`src/rtl/cmd_frame_ctrl_if.sv`:
```
// Bus bundle for cmd_frame_ctrl: RX byte stream, register-file, ALU and TX FIFO signals.
// master = the frame controller, slave = the surrounding system.
`timescale 1ns/1ps
interface cmd_frame_ctrl_if #(
    parameter int Data_width    = 8,
    parameter int Address_width = 4,
    parameter int ALU_OUT_BYTES = 2
);
    logic [Data_width-1:0]               RX_p_data;
    logic                                RX_d_valid;
    logic [ALU_OUT_BYTES*Data_width-1:0] ALU_OUT;
    logic                                OUT_VALID;
    logic [Data_width-1:0]               Rd_data;
    logic                                RdData_valid;
    logic                                FIFO_full;

    logic                                ALU_EN;
    logic [3:0]                          ALU_FUN;
    logic                                CLK_EN;
    logic [Address_width-1:0]            Address;
    logic                                WrEN;
    logic                                RdEN;
    logic [Data_width-1:0]               WrData;
    logic [Data_width-1:0]               TX_p_data;
    logic                                TX_d_valid;
    logic                                clk_div_en;
    logic                                cmd_err;

    modport master (
        input  RX_p_data, RX_d_valid, ALU_OUT, OUT_VALID, Rd_data, RdData_valid, FIFO_full,
        output ALU_EN, ALU_FUN, CLK_EN, Address, WrEN, RdEN, WrData,
               TX_p_data, TX_d_valid, clk_div_en, cmd_err
    );

    modport slave (
        output RX_p_data, RX_d_valid, ALU_OUT, OUT_VALID, Rd_data, RdData_valid, FIFO_full,
        input  ALU_EN, ALU_FUN, CLK_EN, Address, WrEN, RdEN, WrData,
               TX_p_data, TX_d_valid, clk_div_en, cmd_err
    );
endinterface

```
`src/rtl/cmd_frame_ctrl.sv`:
```
// Command-frame controller: decodes RX byte frames into register, ALU and TX FIFO traffic.
// Define CMD_FRAME_BURST_EN to compile in the burst write (0xEE) / burst read (0xEF) commands.
`timescale 1ns/1ps
module cmd_frame_ctrl #(
    parameter int Data_width    = 8,
    parameter int Address_width = 4,
    parameter int ALU_OUT_BYTES = 2
) (
    input  logic             CLK,
    input  logic             RST,
    cmd_frame_ctrl_if.master bus
);
    localparam int BUF_W = ALU_OUT_BYTES * Data_width;

    localparam logic [Data_width-1:0] OP_WR     = Data_width'(8'hAA);
    localparam logic [Data_width-1:0] OP_RD     = Data_width'(8'hBB);
    localparam logic [Data_width-1:0] OP_ALU_OP = Data_width'(8'hCC);
    localparam logic [Data_width-1:0] OP_ALU_NO = Data_width'(8'hDD);
`ifdef CMD_FRAME_BURST_EN
    localparam logic [Data_width-1:0] OP_BWR    = Data_width'(8'hEE);
    localparam logic [Data_width-1:0] OP_BRD    = Data_width'(8'hEF);
`endif

    typedef enum logic [3:0] {
        IDLE, WR_ADDR, WR_DATA, RD_ADDR, RD_WAIT,
        ALU_A, ALU_B, ALU_FUN, ALU_WAIT, TX_SEND
`ifdef CMD_FRAME_BURST_EN
        , BR_ADDR, BR_LEN, BW_DATA, BR_ISSUE
`endif
    } state_t;

    state_t                   state_reg, state_next;
    logic [Address_width-1:0] address_reg, address_next;
    logic                     wr_en_reg, wr_en_next;
    logic [Data_width-1:0]    wr_data_reg, wr_data_next;
    logic                     rd_en_reg, rd_en_next;
    logic                     alu_en_reg, alu_en_next;
    logic [3:0]               alu_fun_reg, alu_fun_next;
    logic                     clk_en_reg, clk_en_next;
    logic                     cmd_err_reg, cmd_err_next;
    logic [BUF_W-1:0]         tx_buf_reg, tx_buf_next;
    logic [2:0]               tx_cnt_reg, tx_cnt_next;
`ifdef CMD_FRAME_BURST_EN
    logic [Data_width-1:0]    burst_cnt_reg, burst_cnt_next;
    logic                     burst_wr_reg, burst_wr_next;
    logic                     burst_rd_reg, burst_rd_next;
    logic                     first_reg, first_next;
`endif

    logic tx_fire;
    assign tx_fire = (state_reg == TX_SEND) && !bus.FIFO_full;

    always_ff @(posedge CLK or negedge RST) begin
        if (!RST) begin
            state_reg     <= IDLE;
            address_reg   <= '0;
            wr_en_reg     <= 1'b0;
            wr_data_reg   <= '0;
            rd_en_reg     <= 1'b0;
            alu_en_reg    <= 1'b0;
            alu_fun_reg   <= '0;
            clk_en_reg    <= 1'b0;
            cmd_err_reg   <= 1'b0;
            tx_buf_reg    <= '0;
            tx_cnt_reg    <= '0;
`ifdef CMD_FRAME_BURST_EN
            burst_cnt_reg <= '0;
            burst_wr_reg  <= 1'b0;
            burst_rd_reg  <= 1'b0;
            first_reg     <= 1'b0;
`endif
        end else begin
            state_reg     <= state_next;
            address_reg   <= address_next;
            wr_en_reg     <= wr_en_next;
            wr_data_reg   <= wr_data_next;
            rd_en_reg     <= rd_en_next;
            alu_en_reg    <= alu_en_next;
            alu_fun_reg   <= alu_fun_next;
            clk_en_reg    <= clk_en_next;
            cmd_err_reg   <= cmd_err_next;
            tx_buf_reg    <= tx_buf_next;
            tx_cnt_reg    <= tx_cnt_next;
`ifdef CMD_FRAME_BURST_EN
            burst_cnt_reg <= burst_cnt_next;
            burst_wr_reg  <= burst_wr_next;
            burst_rd_reg  <= burst_rd_next;
            first_reg     <= first_next;
`endif
        end
    end

    always_comb begin
        state_next     = state_reg;
        address_next   = address_reg;
        wr_en_next     = 1'b0;
        wr_data_next   = wr_data_reg;
        rd_en_next     = 1'b0;
        alu_en_next    = 1'b0;
        alu_fun_next   = alu_fun_reg;
        clk_en_next    = clk_en_reg;
        cmd_err_next   = 1'b0;
        tx_buf_next    = tx_buf_reg;
        tx_cnt_next    = tx_cnt_reg;
`ifdef CMD_FRAME_BURST_EN
        burst_cnt_next = burst_cnt_reg;
        burst_wr_next  = burst_wr_reg;
        burst_rd_next  = burst_rd_reg;
        first_next     = first_reg;
`endif

        case (state_reg)
            IDLE: begin
                if (bus.RX_d_valid) begin
                    case (bus.RX_p_data)
                        OP_WR:     state_next = WR_ADDR;
                        OP_RD:     state_next = RD_ADDR;
                        OP_ALU_OP: state_next = ALU_A;
                        OP_ALU_NO: state_next = ALU_FUN;
`ifdef CMD_FRAME_BURST_EN
                        OP_BWR: begin
                            burst_wr_next = 1'b1;
                            state_next    = BR_ADDR;
                        end
                        OP_BRD: begin
                            burst_wr_next = 1'b0;
                            state_next    = BR_ADDR;
                        end
`endif
                        default:   cmd_err_next = 1'b1;
                    endcase
                end
            end
            WR_ADDR: begin
                if (bus.RX_d_valid) begin
                    address_next = bus.RX_p_data[Address_width-1:0];
                    state_next   = WR_DATA;
                end
            end
            WR_DATA: begin
                if (bus.RX_d_valid) begin
                    wr_en_next   = 1'b1;
                    wr_data_next = bus.RX_p_data;
                    state_next   = IDLE;
                end
            end
            RD_ADDR: begin
                if (bus.RX_d_valid) begin
                    address_next = bus.RX_p_data[Address_width-1:0];
                    rd_en_next   = 1'b1;
                    state_next   = RD_WAIT;
                end
            end
            RD_WAIT: begin
                cmd_err_next = bus.RX_d_valid;
                if (bus.RdData_valid) begin
                    tx_buf_next                 = '0;
                    tx_buf_next[Data_width-1:0] = bus.Rd_data;
                    tx_cnt_next                 = 3'd1;
                    state_next                  = TX_SEND;
                end
            end
            // Operands A and B land in registers 0 and 1 before the function byte.
            ALU_A: begin
                if (bus.RX_d_valid) begin
                    address_next = '0;
                    wr_en_next   = 1'b1;
                    wr_data_next = bus.RX_p_data;
                    state_next   = ALU_B;
                end
            end
            ALU_B: begin
                if (bus.RX_d_valid) begin
                    address_next = Address_width'(1);
                    wr_en_next   = 1'b1;
                    wr_data_next = bus.RX_p_data;
                    state_next   = ALU_FUN;
                end
            end
            ALU_FUN: begin
                if (bus.RX_d_valid) begin
                    alu_fun_next = bus.RX_p_data[3:0];
                    alu_en_next  = 1'b1;
                    clk_en_next  = 1'b1;
                    state_next   = ALU_WAIT;
                end
            end
            ALU_WAIT: begin
                cmd_err_next = bus.RX_d_valid;
                if (bus.OUT_VALID) begin
                    clk_en_next = 1'b0;
                    tx_buf_next = bus.ALU_OUT;
                    tx_cnt_next = 3'(ALU_OUT_BYTES);
                    state_next  = TX_SEND;
                end
            end
            // Bytes leave LSB-first; a full FIFO simply stalls the shift.
            TX_SEND: begin
                cmd_err_next = bus.RX_d_valid;
                if (tx_fire) begin
                    tx_buf_next = tx_buf_reg >> Data_width;
                    tx_cnt_next = tx_cnt_reg - 3'd1;
                    if (tx_cnt_reg == 3'd1) begin
                        state_next = IDLE;
`ifdef CMD_FRAME_BURST_EN
                        if (burst_rd_reg && (burst_cnt_reg != '0)) begin
                            address_next = address_reg + Address_width'(1);
                            rd_en_next   = 1'b1;
                            state_next   = BR_ISSUE;
                        end else begin
                            burst_rd_next = 1'b0;
                        end
`endif
                    end
                end
            end
`ifdef CMD_FRAME_BURST_EN
            BR_ADDR: begin
                if (bus.RX_d_valid) begin
                    address_next = bus.RX_p_data[Address_width-1:0];
                    state_next   = BR_LEN;
                end
            end
            BR_LEN: begin
                if (bus.RX_d_valid) begin
                    burst_cnt_next = bus.RX_p_data;
                    first_next     = 1'b1;
                    if (bus.RX_p_data == '0) begin
                        state_next = IDLE;
                    end else if (burst_wr_reg) begin
                        state_next = BW_DATA;
                    end else begin
                        rd_en_next    = 1'b1;
                        burst_rd_next = 1'b1;
                        state_next    = BR_ISSUE;
                    end
                end
            end
            // The first burst write uses the latched address; later ones step it first.
            BW_DATA: begin
                if (bus.RX_d_valid) begin
                    wr_en_next     = 1'b1;
                    wr_data_next   = bus.RX_p_data;
                    first_next     = 1'b0;
                    burst_cnt_next = burst_cnt_reg - Data_width'(1);
                    if (!first_reg) begin
                        address_next = address_reg + Address_width'(1);
                    end
                    if (burst_cnt_reg == Data_width'(1)) begin
                        state_next = IDLE;
                    end
                end
            end
            BR_ISSUE: begin
                cmd_err_next = bus.RX_d_valid;
                if (bus.RdData_valid) begin
                    tx_buf_next                 = '0;
                    tx_buf_next[Data_width-1:0] = bus.Rd_data;
                    tx_cnt_next                 = 3'd1;
                    burst_cnt_next              = burst_cnt_reg - Data_width'(1);
                    state_next                  = TX_SEND;
                end
            end
`endif
            default: state_next = IDLE;
        endcase
    end

    assign bus.ALU_EN     = alu_en_reg;
    assign bus.ALU_FUN    = alu_fun_reg;
    assign bus.CLK_EN     = clk_en_reg;
    assign bus.Address    = address_reg;
    assign bus.WrEN       = wr_en_reg;
    assign bus.RdEN       = rd_en_reg;
    assign bus.WrData     = wr_data_reg;
    assign bus.TX_p_data  = (state_reg == TX_SEND) ? tx_buf_reg[Data_width-1:0] : '0;
    assign bus.TX_d_valid = tx_fire;
    assign bus.clk_div_en = 1'b1;
    assign bus.cmd_err    = cmd_err_reg;
endmodule

```
`src/flat_wrapper.sv`:
```
// flat-port wrapper written by rule: the top's interface ports become plain ports
module cmd_frame_ctrl_flat 
#(
    parameter int Data_width    = 8,
    parameter int Address_width = 4,
    parameter int ALU_OUT_BYTES = 2
)
  (CLK, RST, bus_RX_p_data, bus_RX_d_valid, bus_ALU_OUT, bus_OUT_VALID, bus_Rd_data, bus_RdData_valid, bus_FIFO_full, bus_ALU_EN, bus_ALU_FUN, bus_CLK_EN, bus_Address, bus_WrEN, bus_RdEN, bus_WrData, bus_TX_p_data, bus_TX_d_valid, bus_clk_div_en, bus_cmd_err);
  cmd_frame_ctrl_if #(.Data_width(Data_width), .Address_width(Address_width), .ALU_OUT_BYTES(ALU_OUT_BYTES)) bus_i ();
  input  logic CLK;
  input  logic RST;
  input wire logic [$bits(bus_i.RX_p_data)-1:0] bus_RX_p_data;
  input wire logic [$bits(bus_i.RX_d_valid)-1:0] bus_RX_d_valid;
  input wire logic [$bits(bus_i.ALU_OUT)-1:0] bus_ALU_OUT;
  input wire logic [$bits(bus_i.OUT_VALID)-1:0] bus_OUT_VALID;
  input wire logic [$bits(bus_i.Rd_data)-1:0] bus_Rd_data;
  input wire logic [$bits(bus_i.RdData_valid)-1:0] bus_RdData_valid;
  input wire logic [$bits(bus_i.FIFO_full)-1:0] bus_FIFO_full;
  output wire logic [$bits(bus_i.ALU_EN)-1:0] bus_ALU_EN;
  output wire logic [$bits(bus_i.ALU_FUN)-1:0] bus_ALU_FUN;
  output wire logic [$bits(bus_i.CLK_EN)-1:0] bus_CLK_EN;
  output wire logic [$bits(bus_i.Address)-1:0] bus_Address;
  output wire logic [$bits(bus_i.WrEN)-1:0] bus_WrEN;
  output wire logic [$bits(bus_i.RdEN)-1:0] bus_RdEN;
  output wire logic [$bits(bus_i.WrData)-1:0] bus_WrData;
  output wire logic [$bits(bus_i.TX_p_data)-1:0] bus_TX_p_data;
  output wire logic [$bits(bus_i.TX_d_valid)-1:0] bus_TX_d_valid;
  output wire logic [$bits(bus_i.clk_div_en)-1:0] bus_clk_div_en;
  output wire logic [$bits(bus_i.cmd_err)-1:0] bus_cmd_err;
  assign bus_i.RX_p_data = bus_RX_p_data;
  assign bus_i.RX_d_valid = bus_RX_d_valid;
  assign bus_i.ALU_OUT = bus_ALU_OUT;
  assign bus_i.OUT_VALID = bus_OUT_VALID;
  assign bus_i.Rd_data = bus_Rd_data;
  assign bus_i.RdData_valid = bus_RdData_valid;
  assign bus_i.FIFO_full = bus_FIFO_full;
  assign bus_ALU_EN = bus_i.ALU_EN;
  assign bus_ALU_FUN = bus_i.ALU_FUN;
  assign bus_CLK_EN = bus_i.CLK_EN;
  assign bus_Address = bus_i.Address;
  assign bus_WrEN = bus_i.WrEN;
  assign bus_RdEN = bus_i.RdEN;
  assign bus_WrData = bus_i.WrData;
  assign bus_TX_p_data = bus_i.TX_p_data;
  assign bus_TX_d_valid = bus_i.TX_d_valid;
  assign bus_clk_div_en = bus_i.clk_div_en;
  assign bus_cmd_err = bus_i.cmd_err;
  cmd_frame_ctrl #(.Data_width(Data_width), .Address_width(Address_width), .ALU_OUT_BYTES(ALU_OUT_BYTES)) u_core (.CLK(CLK), .RST(RST), .bus(bus_i));
endmodule
```
`config.mk`:
```
export PLATFORM = sky130hd
export DESIGN_NAME = cmd_frame_ctrl_flat
export DESIGN_NICKNAME = d
export VERILOG_FILES = /design/src/rtl/cmd_frame_ctrl_if.sv /design/src/rtl/cmd_frame_ctrl.sv /design/src/flat_wrapper.sv
export SDC_FILE = /design/constraint.sdc
export NUM_CORES = 1
export LEC_CHECK = 0
export BUFFER_PORTS_ARGS = -buffer_cell sky130_fd_sc_hd__buf_2
export CORE_ASPECT_RATIO = 1.1
export CORE_MARGIN = 2
export CORE_UTILIZATION = 56
export DETAILED_ROUTE_END_ITERATION = 10
export MAX_ROUTING_LAYER = met4
export PLACE_DENSITY = 0.85
export SETUP_SLACK_MARGIN = 0.15
export SLEW_MARGIN = 20
export SYNTH_ARGS = -nofsm -noshare
export SYNTH_HDL_FRONTEND = slang
export SYNTH_SLANG_ARGS = --single-unit
```
`constraint.sdc`:
```
create_clock -name CLK -period 4.3 [get_ports CLK]
set_clock_uncertainty 0.15 [all_clocks]
set_input_delay 0.43 -clock CLK [delete_from_list [all_inputs] [get_ports CLK]]
set_output_delay 0.43 -clock CLK [all_outputs]
set_load 0.005 [all_outputs]
```
==> run metrics <==
status complete, no violations; Longest Clk Path Bufs 2; setup TNS 0 ns; Total Wirelength 5212 um; antenna viol nets, final 0; met1 Usage GRT 31.81%; initial antenna violation count 0; kind of end point of the critical path output pin; gr usage total 23.45%; Max-cap violations 0; core area 4223 sq um; Area growth, synth to finish 15.87%; global-route wire length before repair 8397 um; # clock sinks 44; via count 1917; leakage 1.319 nW; layout cells sized above 1 33.91%; vias in the first global route 1790; Net Count, Synth 271; Max Slew Vio Count 0; Total Nets Final 328; WS Path Type flip-flop to output pin; Comb pwr share 42.6%; Congestion Overflow GR 0; worst-margin pin slew 0.9657 ns; Post-Synthesis Cells 231; average wire per standard cell 15.20 um; Worst Path Arrival 2.08 ns; Vias/cell 5.589; Die W 66.58 um; Clock Latency Late Sink 0.30 ns; Detailed Place HPWL 3717 um; M3 GR Usage 3.395%; crit-path max FO 27; CP Launch Type flip-flop; total power 0.001741 W; Root Driver clkbuf_8; post-CTS setup buffers 0; Max-slew headroom 35.62%; Diodes inserted 0; largest net degree at the start of global routing 45; fmax 375.3 MHz; Synth Register Bits 44; drc violations 0; CTS Hold Bufs 0; Hold WC Path Type primary input to async pin; Synth Warn # 0; CTS tree yes; Max VDD drop 0.0003867 V; CTS H-Tree Depth 2; I/O Pins 69; WP data required 3.72 ns; Sequential Power Share 41.8%; EDFF count, synth 0; Async S/R FF share, synth 100.0%; met2 Usage GRT 34.78%; CTS Buf Count 5; Starting Density 57.13%; max reg flops 16; Seq/Total Area, Yosys 45.64%; initial DRC count 160; min Tclk post-route 2.664 ns; first-pass detailed-route iteration total 4; Yosys cell types 53; prevailing post-synth register cell dfrtp_1; full die area 4849 sq um; P_sw 0.0006548 W; Site Rows 25; GRT busiest layer met2; Clock Power Share 15.6%; final hold violations 0; Finish-stage setup viols 0; Placer Congestion 0.7863; # fillers 356; Tcrit/Tclk final 61.96%; Avg Inst Size Synth 10.44 sq um; sw frac 37.60%; number of I/O port buffers 67; Clock transition at path regs 0.08 ns; RSZ-0062 raised after global routing no; Die Y 72.84 um; post_cts resized 0; Int Pwr 0.001087 W; PwrDens 623.0 nW/um^2; synthesized area 2412 sq um
kinds of logic after synthesis:
kind of cell	synth area share, %
AOI/OAI and AO/OA	18.98
xor gates and xnor gates	0.7263
adders and majority gates	1.037
buffers and inverters	5.913
DFF	45.64
muxes	10.48
other	0.1555
and+or+nand+nor	17.06
placed cells by master (no fill, tap or decap), types with 3 or more instances in the layout:
cell type and n:
inv_1 8, or3b_1 3, nand2_1 26, dfrtp_1 44, a21oi_1 5, a221o_1 8
mux2_2 8, mux2_4 8, buf_2 67, o21ai_0 15, nor2b_1 3, o21ai_1 3
o31ai_1 13, nand2b_1 5, clkbuf_8 6, and2_1 9, nor2_1 14
power groups by stage:
stage / Combinational [W] / Sequential, W / Clock [W]
after floorplan: 0.000630 / 0.000665 / 0
after global placement: 0.000706 / 0.000722 / 0
after detailed placement: 0.000737 / 0.000733 / 0
after CTS: 0.000743 / 0.000725 / 0.000272
after global routing: 0.000811 / 0.000754 / 0.000294
final: 0.000742 / 0.000728 / 0.000271
area by class of cell:
class                      count  area, sq um  area share, %
clock buffer                   6        82.58          2.954
clock inverter                 2        10.01         0.3581
sequential                    44         1101          39.39
inverter                       8        30.03          1.074
multi-input combinational    162         1169          41.81
timing repair buffer          67        335.3          12.00
tap                           54        67.56          2.417
cells in the mapped netlist, drive strengths merged (2+ instances only):
master | count | area (sq um)
nand2 | 26 | 97.59
nor2 | 16 | 78.83
buf | 14 | 101.4
and2 | 9 | 56.30
o21ai | 18 | 90.08
a221o | 8 | 80.08
or3b | 3 | 26.28
o31ai | 13 | 97.59
inv | 8 | 30.03
a21oi | 6 | 41.29
a2bb2oi | 2 | 17.52
dfrtp | 44 | 1101
nor3b | 2 | 15.01
or2 | 2 | 12.52
clkbuf | 3 | 11.26
nand2b | 6 | 40.04
nor2b | 3 | 18.77
mux2 | 18 | 232.7
ha | 2 | 25.02
nand4bb | 2 | 22.52
a21boi | 2 | 15.01
mux2i | 2 | 20.02
o22ai | 2 | 12.51
through the flow:
stage               utilization [%]  setup slack [ns]  hold slack, ns  area [sq um]  cells
CTS                           66.19             1.658          0.1523          2795    343
finish                        66.19             1.636          0.1246          2795    343
detailed placement            64.00             1.691          0.3165          2703    335
global route                  66.19             1.457          0.1457          2795    343
floorplan                         -             2.374        -0.01559          2412    231
global placement              64.00             1.775          0.3077          2703    335
worst paths after layout:
check	cells after the start	slack, ns	to	start
max	4	1.64	bus_TX_p_data[7]	u_core.state_reg[0]$_DFFE_PN0P_
min reg2reg	2	0.33	u_core.bus.Address[2]$_DFFE_PN0P_	u_core.bus.Address[2]$_DFFE_PN0P_
min in group CLK	2	0.16	u_core.bus.CLK_EN$_DFFE_PN0P_	bus_OUT_VALID
max reg2reg	4	1.65	u_core.tx_buf_reg[3]$_DFFE_PN0P_	u_core.state_reg[0]$_DFFE_PN0P_
max in group asynchronous	1	3.28	u_core.bus.CLK_EN$_DFFE_PN0P_	RST
min	1	0.12	u_core.tx_buf_reg[6]$_DFFE_PN0P_	RST
worst max-delay path, stage by stage (launching register included):
cell	delay, ns
dfrtp_1	0.83
nand2b_1	0.17
nor2_1	0.45
and2_1	0.21
buf_2	0.11
routing by layer:
layer	vias up	share of wire [%]
met5	-	0
met4	0	2.1
met3	10	3.6
met2	50	50
met1	920	45
li1	937	-
Power figures use the tool's default switching activity.
